`src/rtl/fetch_pc_unit.sv`:
```
// ----------------------------------------------------------------------------
// fetch_pc_unit
//
// Front-end fetch stage. Owns the fetch PC, issues in-order instruction
// memory requests, buffers returned instructions in a small fetch queue and
// hands {pc, inst} pairs to decode. A taken-branch redirect from the branch
// mispredict unit reloads the PC, empties the queue and discards every
// response still in flight from the old path.
//
// Optional feature macro: FETCH_BYPASS_EN
//   When defined, a response arriving while the queue is empty is presented
//   on dec_* in the same cycle and skips the queue if decode takes it.
//
// Ports
//   clk            : single clock, all state on the rising edge
//   resetn         : asynchronous active-low reset
//   redirect_valid : flush from the branch mispredict unit
//   redirect_sel   : next_pc_sel from the branch mispredict unit
//   redirect_pc    : redirect target PC
//   imem_req_valid : fetch request valid
//   imem_req_ready : memory accepts the request
//   imem_req_addr  : current fetch PC
//   imem_rsp_valid : in-order response, no backpressure
//   imem_rsp_inst  : returned instruction word
//   dec_valid      : queue head valid to decode
//   dec_ready      : decode accepts the head
//   dec_pc         : PC of the head instruction
//   dec_inst       : head instruction word
// ----------------------------------------------------------------------------
package fetch_pc_unit_pkg;

  typedef enum logic [1:0] {
    pc_plus_4_t = 2'd0,
    sb          = 2'd1
  } next_pc_t;

endpackage

module fetch_pc_unit
  import fetch_pc_unit_pkg::*;
#(
  parameter int unsigned                INST_ADDR_WIDTH = 32,
  parameter logic [INST_ADDR_WIDTH-1:0] RESET_PC        = '0,
  parameter int unsigned                FQ_DEPTH        = 4
) (
  input  logic                       clk,
  input  logic                       resetn,
  input  logic                       redirect_valid,
  input  next_pc_t                   redirect_sel,
  input  logic [INST_ADDR_WIDTH-1:0] redirect_pc,
  output logic                       imem_req_valid,
  input  logic                       imem_req_ready,
  output logic [INST_ADDR_WIDTH-1:0] imem_req_addr,
  input  logic                       imem_rsp_valid,
  input  logic [31:0]                imem_rsp_inst,
  output logic                       dec_valid,
  input  logic                       dec_ready,
  output logic [INST_ADDR_WIDTH-1:0] dec_pc,
  output logic [31:0]                dec_inst
);

  localparam int unsigned CW  = $clog2(FQ_DEPTH + 1);
  localparam int unsigned CW1 = CW + 1;
  localparam int unsigned PW  = $clog2(FQ_DEPTH);

  localparam logic [CW:0]                DEPTH_W = CW1'(FQ_DEPTH);
  localparam logic [INST_ADDR_WIDTH-1:0] PC_STEP = INST_ADDR_WIDTH'(4);
  localparam logic [PW-1:0]              PTR_ONE = PW'(1);
  localparam logic [CW-1:0]              CNT_ONE = CW'(1);

  logic [INST_ADDR_WIDTH-1:0] fetchPc_q, fetchPc_d;
  logic [CW-1:0]              occ_q, occ_d;
  logic [CW-1:0]              outstanding_q, outstanding_d;
  logic [CW-1:0]              dropCnt_q, dropCnt_d;
  logic [PW-1:0]              fqRdPtr_q, fqRdPtr_d;
  logic [PW-1:0]              fqWrPtr_q, fqWrPtr_d;
  logic [PW-1:0]              pcRdPtr_q, pcRdPtr_d;
  logic [PW-1:0]              pcWrPtr_q, pcWrPtr_d;

  logic [INST_ADDR_WIDTH-1:0] fqPc_q   [FQ_DEPTH];
  logic [31:0]                fqInst_q [FQ_DEPTH];
  logic [INST_ADDR_WIDTH-1:0] pcFifo_q [FQ_DEPTH];

  logic                       redirectTaken;
  logic [CW:0]                creditUsed;
  logic                       reqFire;
  logic                       rspDrop;
  logic                       rspAccept;
  logic                       bypassSel;
  logic                       fqPush;
  logic                       fqPop;
  logic                       decFire;
  logic [INST_ADDR_WIDTH-1:0] rspPc;

  assign redirectTaken = redirect_valid && (redirect_sel == sb);

  // Every request holds a slot until its instruction leaves the queue, so
  // queue occupancy plus in-flight requests can never exceed the depth.
  // Gating with resetn keeps the request quiet while reset is held.
  assign creditUsed     = {1'b0, occ_q} + {1'b0, outstanding_q};
  assign imem_req_valid = resetn && (creditUsed < DEPTH_W) && !redirectTaken;
  assign imem_req_addr  = fetchPc_q;
  assign reqFire        = imem_req_valid && imem_req_ready;

  // The PC side-FIFO pops on every response, dropped or not, so it stays
  // aligned with the memory's in-order response stream across redirects.
  assign rspPc     = pcFifo_q[pcRdPtr_q];
  assign rspDrop   = redirectTaken || (dropCnt_q != '0);
  assign rspAccept = imem_rsp_valid && !rspDrop;

`ifdef FETCH_BYPASS_EN
  assign bypassSel = resetn && rspAccept && (occ_q == '0);
`else
  assign bypassSel = 1'b0;
`endif

  // Decode-side outputs: queue head first, then the bypassed response when
  // the queue is empty. A redirect blanks decode for the whole cycle.
  always_comb begin
    dec_valid = 1'b0;
    dec_pc    = '0;
    dec_inst  = '0;
    if (!redirectTaken) begin
      if (occ_q != '0) begin
        dec_valid = 1'b1;
        dec_pc    = fqPc_q[fqRdPtr_q];
        dec_inst  = fqInst_q[fqRdPtr_q];
      end else if (bypassSel) begin
        dec_valid = 1'b1;
        dec_pc    = rspPc;
        dec_inst  = imem_rsp_inst;
      end
    end
  end

  assign decFire = dec_valid && dec_ready;
  assign fqPop   = decFire && (occ_q != '0);
  assign fqPush  = rspAccept && !(bypassSel && dec_ready);

  // Next-state logic for the PC, the counters and the queue pointers.
  always_comb begin
    fetchPc_d     = fetchPc_q;
    occ_d         = occ_q;
    outstanding_d = outstanding_q;
    dropCnt_d     = dropCnt_q;
    fqRdPtr_d     = fqRdPtr_q;
    fqWrPtr_d     = fqWrPtr_q;
    pcRdPtr_d     = pcRdPtr_q;
    pcWrPtr_d     = pcWrPtr_q;

    if (redirectTaken) begin
      fetchPc_d = redirect_pc;
    end else if (reqFire) begin
      fetchPc_d = fetchPc_q + PC_STEP;
    end

    outstanding_d = outstanding_q + CW'(reqFire) - CW'(imem_rsp_valid);

    if (reqFire) begin
      pcWrPtr_d = pcWrPtr_q + PTR_ONE;
    end
    if (imem_rsp_valid) begin
      pcRdPtr_d = pcRdPtr_q + PTR_ONE;
    end

    // Everything still in flight at a redirect belongs to the old path,
    // except a response landing in the redirect cycle itself, which is
    // discarded right here rather than counted.
    if (redirectTaken) begin
      dropCnt_d = outstanding_q - CW'(imem_rsp_valid);
    end else if (imem_rsp_valid && (dropCnt_q != '0)) begin
      dropCnt_d = dropCnt_q - CNT_ONE;
    end

    if (redirectTaken) begin
      occ_d     = '0;
      fqRdPtr_d = '0;
      fqWrPtr_d = '0;
    end else begin
      if (fqPush) begin
        fqWrPtr_d = fqWrPtr_q + PTR_ONE;
      end
      if (fqPop) begin
        fqRdPtr_d = fqRdPtr_q + PTR_ONE;
      end
      occ_d = occ_q + CW'(fqPush) - CW'(fqPop);
    end
  end

  // Control state register with asynchronous active-low reset.
  always_ff @(posedge clk or negedge resetn) begin
    if (!resetn) begin
      fetchPc_q     <= RESET_PC;
      occ_q         <= '0;
      outstanding_q <= '0;
      dropCnt_q     <= '0;
      fqRdPtr_q     <= '0;
      fqWrPtr_q     <= '0;
      pcRdPtr_q     <= '0;
      pcWrPtr_q     <= '0;
    end else begin
      fetchPc_q     <= fetchPc_d;
      occ_q         <= occ_d;
      outstanding_q <= outstanding_d;
      dropCnt_q     <= dropCnt_d;
      fqRdPtr_q     <= fqRdPtr_d;
      fqWrPtr_q     <= fqWrPtr_d;
      pcRdPtr_q     <= pcRdPtr_d;
      pcWrPtr_q     <= pcWrPtr_d;
    end
  end

  // Storage arrays need no reset: occupancy and pointers decide what is
  // visible, and decode outputs are forced to zero when nothing is valid.
  always_ff @(posedge clk) begin
    if (reqFire) begin
      pcFifo_q[pcWrPtr_q] <= fetchPc_q;
    end
    if (fqPush) begin
      fqPc_q[fqWrPtr_q]   <= rspPc;
      fqInst_q[fqWrPtr_q] <= imem_rsp_inst;
    end
  end

endmodule

```
`config.mk`:
```
export PLATFORM = sky130hd
export DESIGN_NAME = fetch_pc_unit
export DESIGN_NICKNAME = d
export VERILOG_FILES = /design/src/rtl/fetch_pc_unit.sv
export SDC_FILE = /design/constraint.sdc
export NUM_CORES = 1
export LEC_CHECK = 0
export CORE_ASPECT_RATIO = 1.2
export CORE_UTILIZATION = 48
export CTS_CLUSTER_SIZE = 24
export DETAILED_ROUTE_END_ITERATION = 6
export PLACE_DENSITY = 0.84
export SYNTH_ARGS = -nofsm -noshare
export SYNTH_HDL_FRONTEND = slang
export SYNTH_SLANG_ARGS = --single-unit
```
`constraint.sdc`:
```
create_clock -name clk -period 2.9 [get_ports clk]
set_input_delay 0.725 -clock clk [delete_from_list [all_inputs] [get_ports clk]]
set_output_delay 0.725 -clock clk [all_outputs]
set_load 0.005 [all_outputs]
```
==> summary.md, run 1 <==
| Metric | Value |
|---|---|
| Hpwl dp | `20400 µm` |
| Root buf cell | `clkbuf_16` |
| Critical Path RT | `2170 ps` |
| Final Setup Violations | `28` |
| GRT Util Overall | `19.0%` |
| DR vias | `8882` |
| Skew final | `13.6 ps` |
| Worst path cell trace | `buf_12 -> buf_16 -> buf_12 -> buf_6 -> buf_6 -> mux4_2 -> and2_4 -> buf_6` |
| Top Ports | `170` |
| FF+latch count, synth | `433` |
| CP max stage delay | `500 ps` |
| Fin crit share | `106%` |
| Fmax | `326 MHz` |
| Met1 Use GR | `24.6%` |
| Ratio of cells with drive above 1 in the final layout | `29.7%` |
| Reg2Reg Depth | `10` |
| Flop2flop setup slack | `320 ps` |
| RR Startpoint | `occ_q[2]` |
| Net Count, Synth | `977` |
| Hold WS | `406 ps` |
| Core area | `0.0351 mm²` |
| # fillers | `2494` |
| Remaining DRCs | `0` |
| Site Rows | `75` |
| Worst-path fanout max | `5` |
| Synthesized area per cell | `19.4 µm²` |
| DR WL/cell | `21.1 µm` |
| Slew Limit Headroom | `49.2%` |
| Clock latency on the worst-skew pair | `540 ps` |
| Post-Syn Area | `0.0172 mm²` |
| Final worst-path setup slack | `-164 ps` |
| Syn. warnings | `0` |
| Pwr/cell area | `920 mW/mm²` |
| Worst r2r dst | `occ_q[2]` |
| Nets@finish | `1234` |
| Clock Path Buffers | `3` |
| Mapped Cells | `884` |
| Layout Area Growth over Synthesis | `26.2%` |
| Delay-heaviest family, CP | `buffers and inverters` |
| Seq/Total Area, Yosys | `74.4%` |
| First-pass GRT wire length | `52900 µm` |
| Final Hold Viols | `0` |
| WS Path Type | `reg2out` |
| GR Layer Usage met3 | `2.77%` |
| Setup crit start kind | `register` |
| Max_cap viols | `0` |
| Failing checks | `setup timing` |
| Worst IR Drop VDD | `451 µV` |
| Gr ovfl total | `0` |
| First-pass DRT Iterations | `6` |
| Most used cell along the critical path | `buf_6` |
| Critical path's slowest cell | `dfrtp_4` |
| Top_reg_cell synth | `edfxtp_1` |
| WL final | `34400 µm` |
| Most common cell after layout, fill and taps aside | `edfxtp_1` |
| GR peak layer | `met2` |
| CTS H-tree lvls | `2` |
| CTS sink cnt | `433` |
| GR Util met2 | `33.5%` |
| Tot Pwr | `19.9 mW` |
| Min-delay worst type | `in2async` |
| Die Y | `209 µm` |
| Antenna cells | `0` |
| Cell variety after synth | `37` |
| Clock slew at reported path FFs | `60 ps` |
| Slew @ Worst Pin | `762 ps` |
| Number of global-route vias before repair | `9272` |
| CTS tree | `built` |
| Initial Utilization | `48.9%` |
| Worst Setup End Kind | `primary output` |
| Via density | `5.44` |
| Final ANT Viol Nets | `0` |
| Data arrival time of the critical path | `2340 ps` |
| Starting DRT DRC Count | `561` |
| Hold-fix buffers, CTS | `0` |
| Final Max Tran Viols | `0` |
| Post-synth ARST share | `11.3%` |
| Die W | `175 µm` |
| Initial antenna violation count | `0` |
| Number of synthesized flops with an enable pin | `384` |
| GP Congestion | `0.748` |
| Leakage | `7.55 nW` |
| RSZ-0062 raised after global routing | `true` |
| DIE AREA | `0.0365 mm²` |
| Outcome | `finished with violations` |
| Largest net degree at the start of global routing | `65` |
| Port bufs | `169` |
| Crit path buffers/inverters | `6` |
| Most frequent cells in the layout | `384 x edfxtp_1, 100 x clkdlybuf4s50_1, 96 x mux4_2, 46 x nand2_1` |
| Levels on crit path | `8` |
| Final worst path period need | `3060 ps` |
| TritonCTS buffer count | `41` |
-- what timing repair did --
action / CTS / global route
endpoints found under the setup margin: 66 / 61
pin swaps: 23 / 37
cloned: 8 / 2
endpoints found under the hold margin: 0 / 0
buffers inserted: 24 / 21
gates resized for setup: 165 / 97
-- per-stage QoR --
step           cell area (µm²)  std cells  worst slack [ps]  util, %  TNS (ps)
2_1_floorplan            17200        884               143        -         0
6_report                 21600       1632              -164     61.7     -1780
3_3_place_gp             19800       1513              -295     56.4    -24220
3_5_place_dp             19800       1513              -355     56.4    -32100
5_1_grt                  21600       1632              -217     61.7     -4210
4_1_cts                  21600       1617              -273     61.4     -7090
-- worst max-delay path by stage --
stage | startpoint | to | slack (ps)
3_3_place_gp | redirect_sel[1] | dec_inst[7] | -300
6_report | fqRdPtr_q[0] | dec_pc[14] | -160
4_1_cts | fqRdPtr_q[0] | dec_pc[31] | -270
2_1_floorplan | occ_q[2] | pcFifo_q[0][0] | 140
5_1_grt | fqRdPtr_q[0] | dec_pc[14] | -220
3_5_place_dp | redirect_sel[1] | dec_inst[1] | -360
-- synth_stat cells, drive strengths merged (12+ instances only) --
cell / number / share of area, %
dfrtp: 49 / 7.1
inv: 17 / 0.37
edfxtp: 384 / 67
xnor2: 27 / 1.4
o21ai: 26 / 0.76
clkbuf: 29 / 0.63
nand2: 46 / 1.0
buf: 14 / 0.44
ha: 19 / 1.4
nor2: 17 / 0.37
xor2: 13 / 0.66
mux4: 96 / 13
nand3: 12 / 0.35
and2: 75 / 2.7
-- logic make-up (layout without fill, tap and decap cells) --
group | after synthesis | after routing | synth area share [%]
flip-flops | 433 | 433 | 74.4
AND/OR/NAND/NOR | 194 | 194 | 6.62
multiplexers | 99 | 99 | 12.8
buffers and inverters | 60 | 346 | 1.44
XOR/XNOR | 40 | 40 | 2.04
AO/OA/AOI/OAI | 37 | 37 | 1.14
adder cells (fa/ha/maj) | 21 | 21 | 1.62
-- flip-flops by register name, summed over array words and instances (netlist names) --
signal,count
pcFifo_q,128
fqWrPtr_q,2
fqInst_q,128
pcRdPtr_q,2
fqRdPtr_q,2
fqPc_q,128
imem_req_addr,32
occ_q,3
dropCnt_q,3
outstanding_q,3
pcWrPtr_q,2
-- cell type report --
class	instances	area, µm²	share of cell area (%)
Clock buffer	53	1110	5.15
Clock inverter	19	120	0.555
Inverter	17	63.8	0.295
Multi-Input combinational cell	391	4280	19.8
Sequential cell	433	12800	59.0
Tap cell	462	578	2.67
Timing Repair Buffer	257	2720	12.6
-- report_power, final --
part           leakage [nW]  internal (mW)  switching (mW)
combinational          2.89           3.95            2.71
clock                 0.606           2.80            2.14
sequential             4.06           7.78           0.535
total                  7.55           14.5            5.39
-- per-layer routing --
layer / part of all wire (%) / vias up
met5: 0 / -
met4: 2.5 / 0
met3: 4.2 / 58
met2: 52 / 262
met1: 41 / 4592
li1: - / 3970
No activity file was read; power rests on OpenSTA's default activity.
==> run 2, diff against run 1 <==
- CAP_MARGIN: default -> 20
- CORE_UTILIZATION: 48 -> 45
- PLACE_DENSITY: 0.84 -> 0.8
- REMOVE_ABC_BUFFERS: default -> 1
==> run 2 against run 1 <==
The flow still finishes with violations (setup timing). Total power is 2.2% higher. Maximum frequency decreased by 0.51%. Critical path depth shrank 1. Core utilization is 3.5 points lower. First-iteration DRC count grew 4.6%. Combinational power is 5.7% higher. Clock-buffer cell count increased by 3. Register-to-register slack worse by 330 ps. Final cell count rose by 1.8%. Largest power group unchanged.
==> summary.md, run 2 (synthesis results as in run 1) <==
| Metric | Value |
|---|---|
| Outcome | `finished with violations (unchanged)` |
| Failing checks | `setup timing (unchanged)` |
| Most frequent cells in the layout | `384 x edfxtp_1, 99 x clkdlybuf4s50_1, 96 x mux4_2, 47 x and2_4, 46 x nand2_1 (was 384 x edfxtp_1, 100 x clkdlybuf4s50_1, 96 x mux4_2, 46 x nand2_1)` |
| CTS H-tree lvls | `2 (unchanged)` |
| Hold-fix buffers, CTS | `0 (unchanged)` |
| Leakage | `7.65 nW (was 7.55 nW)` |
| GR Layer Usage met3 | `3.10% (was 2.77%)` |
| CTS tree | `built (unchanged)` |
| Fin crit share | `106% (about the same)` |
| Worst-path fanout max | `5 (unchanged)` |
| Most common cell after layout, fill and taps aside | `edfxtp_1 (unchanged)` |
| CP max stage delay | `520 ps (was 500 ps)` |
| WS Path Type | `reg2out (unchanged)` |
| Sw power | `5.54 mW (was 5.39 mW)` |
| Fmax | `325 MHz (was 326 MHz)` |
| First-pass DRT Iterations | `5 (was 6)` |
| Setup WS pre-CTS | `-434 ps (was -355 ps)` |
| Internal power | `14.8 mW (was 14.5 mW)` |
| Max_cap viols | `0 (unchanged)` |
| Setup crit start kind | `register (unchanged)` |
| Hpwl dp | `21900 µm (was 20400 µm)` |
| Nets@finish | `1247 (was 1234)` |
| Worst IR Drop VDD | `438 µV (was 451 µV)` |
| Worst r2r dst | `occ_q[2] (unchanged)` |
| Antenna cells | `0 (unchanged)` |
| Most used cell along the critical path | `buf_6 (unchanged)` |
| Remaining DRCs | `0 (unchanged)` |
| RR Startpoint | `occ_q[0] (was occ_q[2])` |
| Gr ovfl total | `0 (unchanged)` |
| First-pass GRT wire length | `56100 µm (was 52900 µm)` |
| Critical path's slowest cell | `dfrtp_4 (unchanged)` |
| Worst Setup End Kind | `primary output (unchanged)` |
| Port bufs | `169 (unchanged)` |
| Skew final | `8.68 ps (was 13.6 ps)` |
| Starting DRT DRC Count | `587 (was 561)` |
| CTS sink cnt | `433 (unchanged)` |
| Ratio of cells with drive above 1 in the final layout | `31.6% (was 29.7%)` |
| Sw Share | `27.2% (was 27.1%)` |
| Min-delay worst type | `in2async (unchanged)` |
| Reg2Reg Depth | `14 (was 10)` |
| GP Congestion | `0.788 (was 0.748)` |
| Site Rows | `78 (was 75)` |
| Clk pwr share | `24.4% (was 24.8%)` |
| Largest regs | `fqInst_q x128, fqPc_q x128, pcFifo_q x128 (unchanged)` |
| Initial antenna violation count | `0 (unchanged)` |
| Met1 Use GR | `24.0% (was 24.6%)` |
| DR vias | `9058 (was 8882)` |
| Slew Limit Headroom | `53.8% (was 49.2%)` |
| # fillers | `2753 (was 2494)` |
| Final ANT Viol Nets | `0 (unchanged)` |
| Die Y | `216 µm (was 209 µm)` |
| Number of global-route vias before repair | `9431 (was 9272)` |
| Layout Area Growth over Synthesis | `27.8% (was 26.2%)` |
| Pwr/cell area | `928 mW/mm² (was 920 mW/mm²)` |
| GRT Util Overall | `19.3% (was 19.0%)` |
| Core area | `0.0377 mm² (was 0.0351 mm²)` |
| Clock latency on the worst-skew pair | `530 ps (was 540 ps)` |
| Via density | `5.45 (was 5.44)` |
| Tot Pwr | `20.3 mW (was 19.9 mW)` |
| Final Max Tran Viols | `0 (unchanged)` |
| Slew @ Worst Pin | `692 ps (was 762 ps)` |
| Final Setup Violations | `33 (was 28)` |
| DR WL/cell | `22.4 µm (was 21.1 µm)` |
| Clock Path Buffers | `3 (unchanged)` |
| Comb pwr share | `34.6% (was 33.5%)` |
| Top Ports | `170 (unchanged)` |
| Crit path buffers/inverters | `5 (was 6)` |
| CP startpoint | `fqRdPtr_q[0] (unchanged)` |
| Die W | `180 µm (was 175 µm)` |
| RSZ-0062 raised after global routing | `true (unchanged)` |
| Clock slew at reported path FFs | `60 ps (about the same)` |
| Largest net degree at the start of global routing | `58 (was 65)` |
| Flop2flop setup slack | `-10 ps (was 320 ps)` |
| Delay-heaviest family, CP | `buffers and inverters (unchanged)` |
| Final worst-path setup slack | `-180 ps (was -164 ps)` |
| Final worst path period need | `3080 ps (was 3060 ps)` |
| GR peak layer | `met2 (unchanged)` |
| Critical Path RT | `2170 ps (about the same)` |
| WL final | `37300 µm (was 34400 µm)` |
| Final Hold Viols | `0 (unchanged)` |
| TritonCTS buffer count | `41 (unchanged)` |
| Flop pwr share | `41.0% (was 41.7%)` |
| Root buf cell | `clkbuf_16 (unchanged)` |
| Data arrival time of the critical path | `2350 ps (was 2340 ps)` |
| DIE AREA | `0.0389 mm² (was 0.0365 mm²)` |
| Worst path cell trace | `buf_12 -> buf_6 -> buf_8 -> buf_6 -> mux4_2 -> and2_4 -> buf_6 (was buf_12 -> buf_16 -> buf_12 -> buf_6 -> buf_6 -> mux4_2 -> and2_4 -> buf_6)` |
| GR Util met2 | `34.4% (was 33.5%)` |
| Initial Utilization | `45.5% (was 48.9%)` |
## run 2: cell types whose count changed in the layout (fill, tap and decap cells not counted), sizes merged
| cell | change |
|---|---|
| clkinv | -7 |
| dlygate4sd2 | +4 |
| clkdlybuf4s15 | +3 |
| clkinvlp | +2 |
| buf | +11 |
| clkdlybuf4s50 | -1 |
| bufinv | +1 |
| bufbuf | -1 |
## run 2: timing repair
action,in CTS,in global routing
pin swaps,13,39
gates resized for setup,135,131
setup buffers,19,27
setup endpoints to repair,66,63
gates cloned,6,4
## run 2: worst register-to-register path, cell delays in order, from the launching register on
cell and delay (ps):
dfrtp_2 440, o31a_4 380, buf_12 130, buf_6 110
buf_12 120, buf_16 140, and2_4 170, ha_4 210
inv_2 60, ha_4 120, inv_2 40, fa_2 390
xor2_2 160, xnor2_1 220, nor2_1 80
## run 2: cell type report
class                   count  area, µm²  share of cell area (%)
repair buffers            270       2930                    13.4
clock buffers              56       1100                    5.03
inverters                  17       63.8                   0.291
well taps                 480        601                    2.74
clock inverters            15        126                   0.576
multi-input cells         391       4340                    19.8
flip-flops and latches    433      12800                    58.2
## run 2: power by group through the flow
stage / Clock [mW] / Combinational (mW) / Sequential [mW]
finish: 4.96 / 7.05 / 8.34
global route: 5.31 / 7.55 / 8.40
CTS: 5.09 / 6.44 / 8.31
detailed placement: 0 / 5.75 / 8.47
global placement: 0 / 5.64 / 8.43
floorplan: 0 / 2.79 / 8.64
## run 2: how the worst max path moves through the flow
stage,to,depth (start not counted)
floorplan,dec_inst[0],2
global placement,occ_q[2],13
detailed placement,occ_q[2],13
CTS,dec_pc[12],5
global route,dec_pc[8],7
finish,dec_pc[8],7
## run 2: layer usage
metal | vias to the layer above | share of wire [%]
met5 | - | 0
met4 | 0 | 2.5
met3 | 59 | 5.4
met2 | 315 | 53
met1 | 4681 | 39
li1 | 4003 | -
## run 2: metrics by stage
step                      cell area (µm²)  std cells  hold WS (ps)  util (%)  setup TNS [ps]
after floorplan                     17000        841           429         -         -424260
after detailed placement            19900       1538           539      52.9          -40560
after CTS                           21600       1634           411      57.2           -8810
after global placement              19900       1538           539      52.9          -32970
final                               21900       1662           384      58.2           -3580
after global routing                21900       1662           437      58.2           -5890
==> run 3, diff against run 2 <==
- CTS_CLUSTER_DIAMETER: default -> 60
- PLACE_DENSITY: 0.8 -> 0.78
==> run 3 against run 2 <==
The flow still finishes with violations (setup timing). Hold slack got worse by 26 ps. Total power decreased by 4.6%. Design area decreased by 1.2%. Sequential share of layout area increased by 0.70 points. Combinational power increased by 4.3%. Clock power decreased by 23%. Sequential power decreased by 0.8%. Non-clock buffer count increased by 6. Routed wire length decreased by 0.82%. Critical path type unchanged.
==> summary.md, run 3 (synthesis results as in run 1) <==
| Metric | Value |
|---|---|
| Most frequent cells in the layout | `384 x edfxtp_1, 99 x clkdlybuf4s50_1, 96 x mux4_2, 54 x buf_6, 46 x nand2_1 (was 384 x edfxtp_1, 99 x clkdlybuf4s50_1, 96 x mux4_2, 47 x and2_4, 46 x nand2_1)` |
| Largest net degree at the start of global routing | `58 (unchanged)` |
| Final Max Tran Viols | `0 (unchanged)` |
| Ratio of cells with drive above 1 in the final layout | `31.5% (was 31.6%)` |
| Leakage | `7.50 nW (was 7.65 nW)` |
| Final worst-path setup slack | `-153 ps (was -180 ps)` |
| CTS H-tree lvls | `1 (was 2)` |
| Critical Path Sink | `dec_inst[21] (was dec_pc[8])` |
| WS Path Type | `reg2out (unchanged)` |
| Tot Pwr | `19.4 mW (was 20.3 mW)` |
| Slew Limit Headroom | `51.8% (was 53.8%)` |
| CP max stage delay | `520 ps (about the same)` |
| Clock slew at reported path FFs | `100 ps (was 60 ps)` |
| Clock Path Buffers | `3 (unchanged)` |
| Skew final | `17.7 ps (was 8.68 ps)` |
| Port bufs | `169 (unchanged)` |
| Flop2flop setup slack | `190 ps (was -10 ps)` |
| Slew @ Worst Pin | `723 ps (was 692 ps)` |
| Initial antenna violation count | `0 (unchanged)` |
| DIE AREA | `0.0389 mm² (unchanged)` |
| First-pass DRT Iterations | `5 (unchanged)` |
| Placed Cells | `1540 (was 1538)` |
| Hpwl dp | `22300 µm (was 21900 µm)` |
| Reg2Reg Depth | `13 (was 14)` |
| Fin crit share | `105% (was 106%)` |
| Starting DRT DRC Count | `700 (was 587)` |
| Largest regs | `fqInst_q x128, fqPc_q x128, pcFifo_q x128 (unchanged)` |
| Die Y | `216 µm (unchanged)` |
| Critical Path RT | `2170 ps (about the same)` |
| CTS tree | `built (unchanged)` |
| Data arrival time of the critical path | `2330 ps (was 2350 ps)` |
| RR Startpoint | `dropCnt_q[0] (was occ_q[0])` |
| Outcome | `finished with violations (unchanged)` |
| Worst r2r dst | `occ_q[2] (unchanged)` |
| Die W | `180 µm (unchanged)` |
| Nets@finish | `1237 (was 1247)` |
| Max_cap viols | `0 (unchanged)` |
| Final ANT Viol Nets | `0 (unchanged)` |
| WL final | `37000 µm (was 37300 µm)` |
| Remaining DRCs | `0 (unchanged)` |
| Worst Setup End Kind | `primary output (unchanged)` |
| Clock latency on the worst-skew pair | `560 ps (was 530 ps)` |
| Fmax | `328 MHz (was 325 MHz)` |
| Placed Area | `0.0200 mm² (was 0.0199 mm²)` |
| Finished Cell Area | `0.0217 mm² (was 0.0219 mm²)` |
| Gr ovfl total | `0 (unchanged)` |
| DR vias | `8976 (was 9058)` |
| Core area | `0.0377 mm² (unchanged)` |
| Final Hold Viols | `0 (unchanged)` |
| DR WL/cell | `22.5 µm (was 22.4 µm)` |
| CTS sink cnt | `433 (unchanged)` |
| Final Setup Violations | `52 (was 33)` |
| Setup crit start kind | `register (unchanged)` |
| Failing checks | `setup timing (unchanged)` |
| Antenna cells | `0 (unchanged)` |
| Site Rows | `78 (unchanged)` |
| First-pass GRT wire length | `55700 µm (was 56100 µm)` |
| Non-Filler Instances | `1642 (was 1662)` |
| Min-delay worst type | `in2async (unchanged)` |
| GRT Util Overall | `19.3% (about the same)` |
| Worst-path fanout max | `7 (was 5)` |
| Initial Utilization | `45.5% (unchanged)` |
| Final TNS setup | `-2400 ps (was -3580 ps)` |
| Final worst path period need | `3050 ps (was 3080 ps)` |
| RSZ-0062 raised after global routing | `true (unchanged)` |
| Critical path's slowest cell | `dfrtp_4 (unchanged)` |
| Worst IR Drop VDD | `449 µV (was 438 µV)` |
| CP startpoint | `fqRdPtr_q[0] (unchanged)` |
| TritonCTS buffer count | `25 (was 41)` |
| Pwr/cell area | `896 mW/mm² (was 928 mW/mm²)` |
| Via density | `5.47 (was 5.45)` |
| Layout Area Growth over Synthesis | `26.3% (was 27.8%)` |
| Number of global-route vias before repair | `9233 (was 9431)` |
| Top Ports | `170 (unchanged)` |
| Root buf cell | `clkbuf_16 (unchanged)` |
| GP Congestion | `0.735 (was 0.788)` |
| Most common cell after layout, fill and taps aside | `edfxtp_1 (unchanged)` |
| Worst path cell trace | `buf_12 -> buf_12 -> buf_16 -> buf_6 -> mux4_2 -> and2_4 -> buf_6 (was buf_12 -> buf_6 -> buf_8 -> buf_6 -> mux4_2 -> and2_4 -> buf_6)` |
run 3: final cells by class:
cell class | instances | area, µm²
clock buffer | 35 | 694
clock inverter | 10 | 120
fill | 2734 | 16000
inverter | 17 | 63.8
multi-input combinational | 391 | 4300
sequential | 433 | 12800
tap | 480 | 601
timing repair buffer | 276 | 3120
run 3: what timing repair did:
action,4_1_cts,5_1_grt
setup buffers,48,8
resized for setup,326,38
hold buffers,0,0
setup endpoints to repair,66,62
cloned,12,0
pin swaps,63,4
run 3: metal layers:
| layer | vias up | global-route usage [%] | share of wire, % | wire length (µm) |
|---|---|---|---|---|
| li1 | 3972 | - | - | - |
| met1 | 4664 | 25.5 | 41 | 15200 |
| met2 | 295 | 34.0 | 52 | 19300 |
| met3 | 45 | 2.13 | 4.6 | 1710 |
| met4 | 0 | 5.36 | 2.2 | 821 |
| met5 | - | 0 | 0 | 0 |
run 3: worst max-delay path: cells and delay by family (launching register included):
kind                   cells  cell delay [ps]
buffers and inverters      5              640
muxes                      1              430
and+or+nand+nor            1              150
DFF                        1              520
run 3: worst min-delay path by stage:
stage,startpoint,endpoint,cells after the start
finish,resetn,imem_req_addr[30],2
global route,resetn,imem_req_addr[29],2
CTS,resetn,fqRdPtr_q[0],2
detailed placement,pcRdPtr_q[1],pcRdPtr_q[1],1
global placement,pcRdPtr_q[1],pcRdPtr_q[1],1
floorplan,resetn,dropCnt_q[0],0
run 3: where the power goes:
part           total (mW)  switching, mW  internal [mW]
clock network        3.80           2.04           1.76
registers            8.27          0.502           7.77
logic                7.35           2.98           4.37
run 3: stage by stage:
stage / setup slack (ps) / utilization (%) / hold WS (ps)
after CTS: -199 / 57.5 / 370
final: -153 / 57.5 / 357
after floorplan: -1240 / - / 429
after detailed placement: -479 / 53.0 / 508
after global placement: -430 / 53.0 / 496
after global routing: -203 / 57.5 / 410
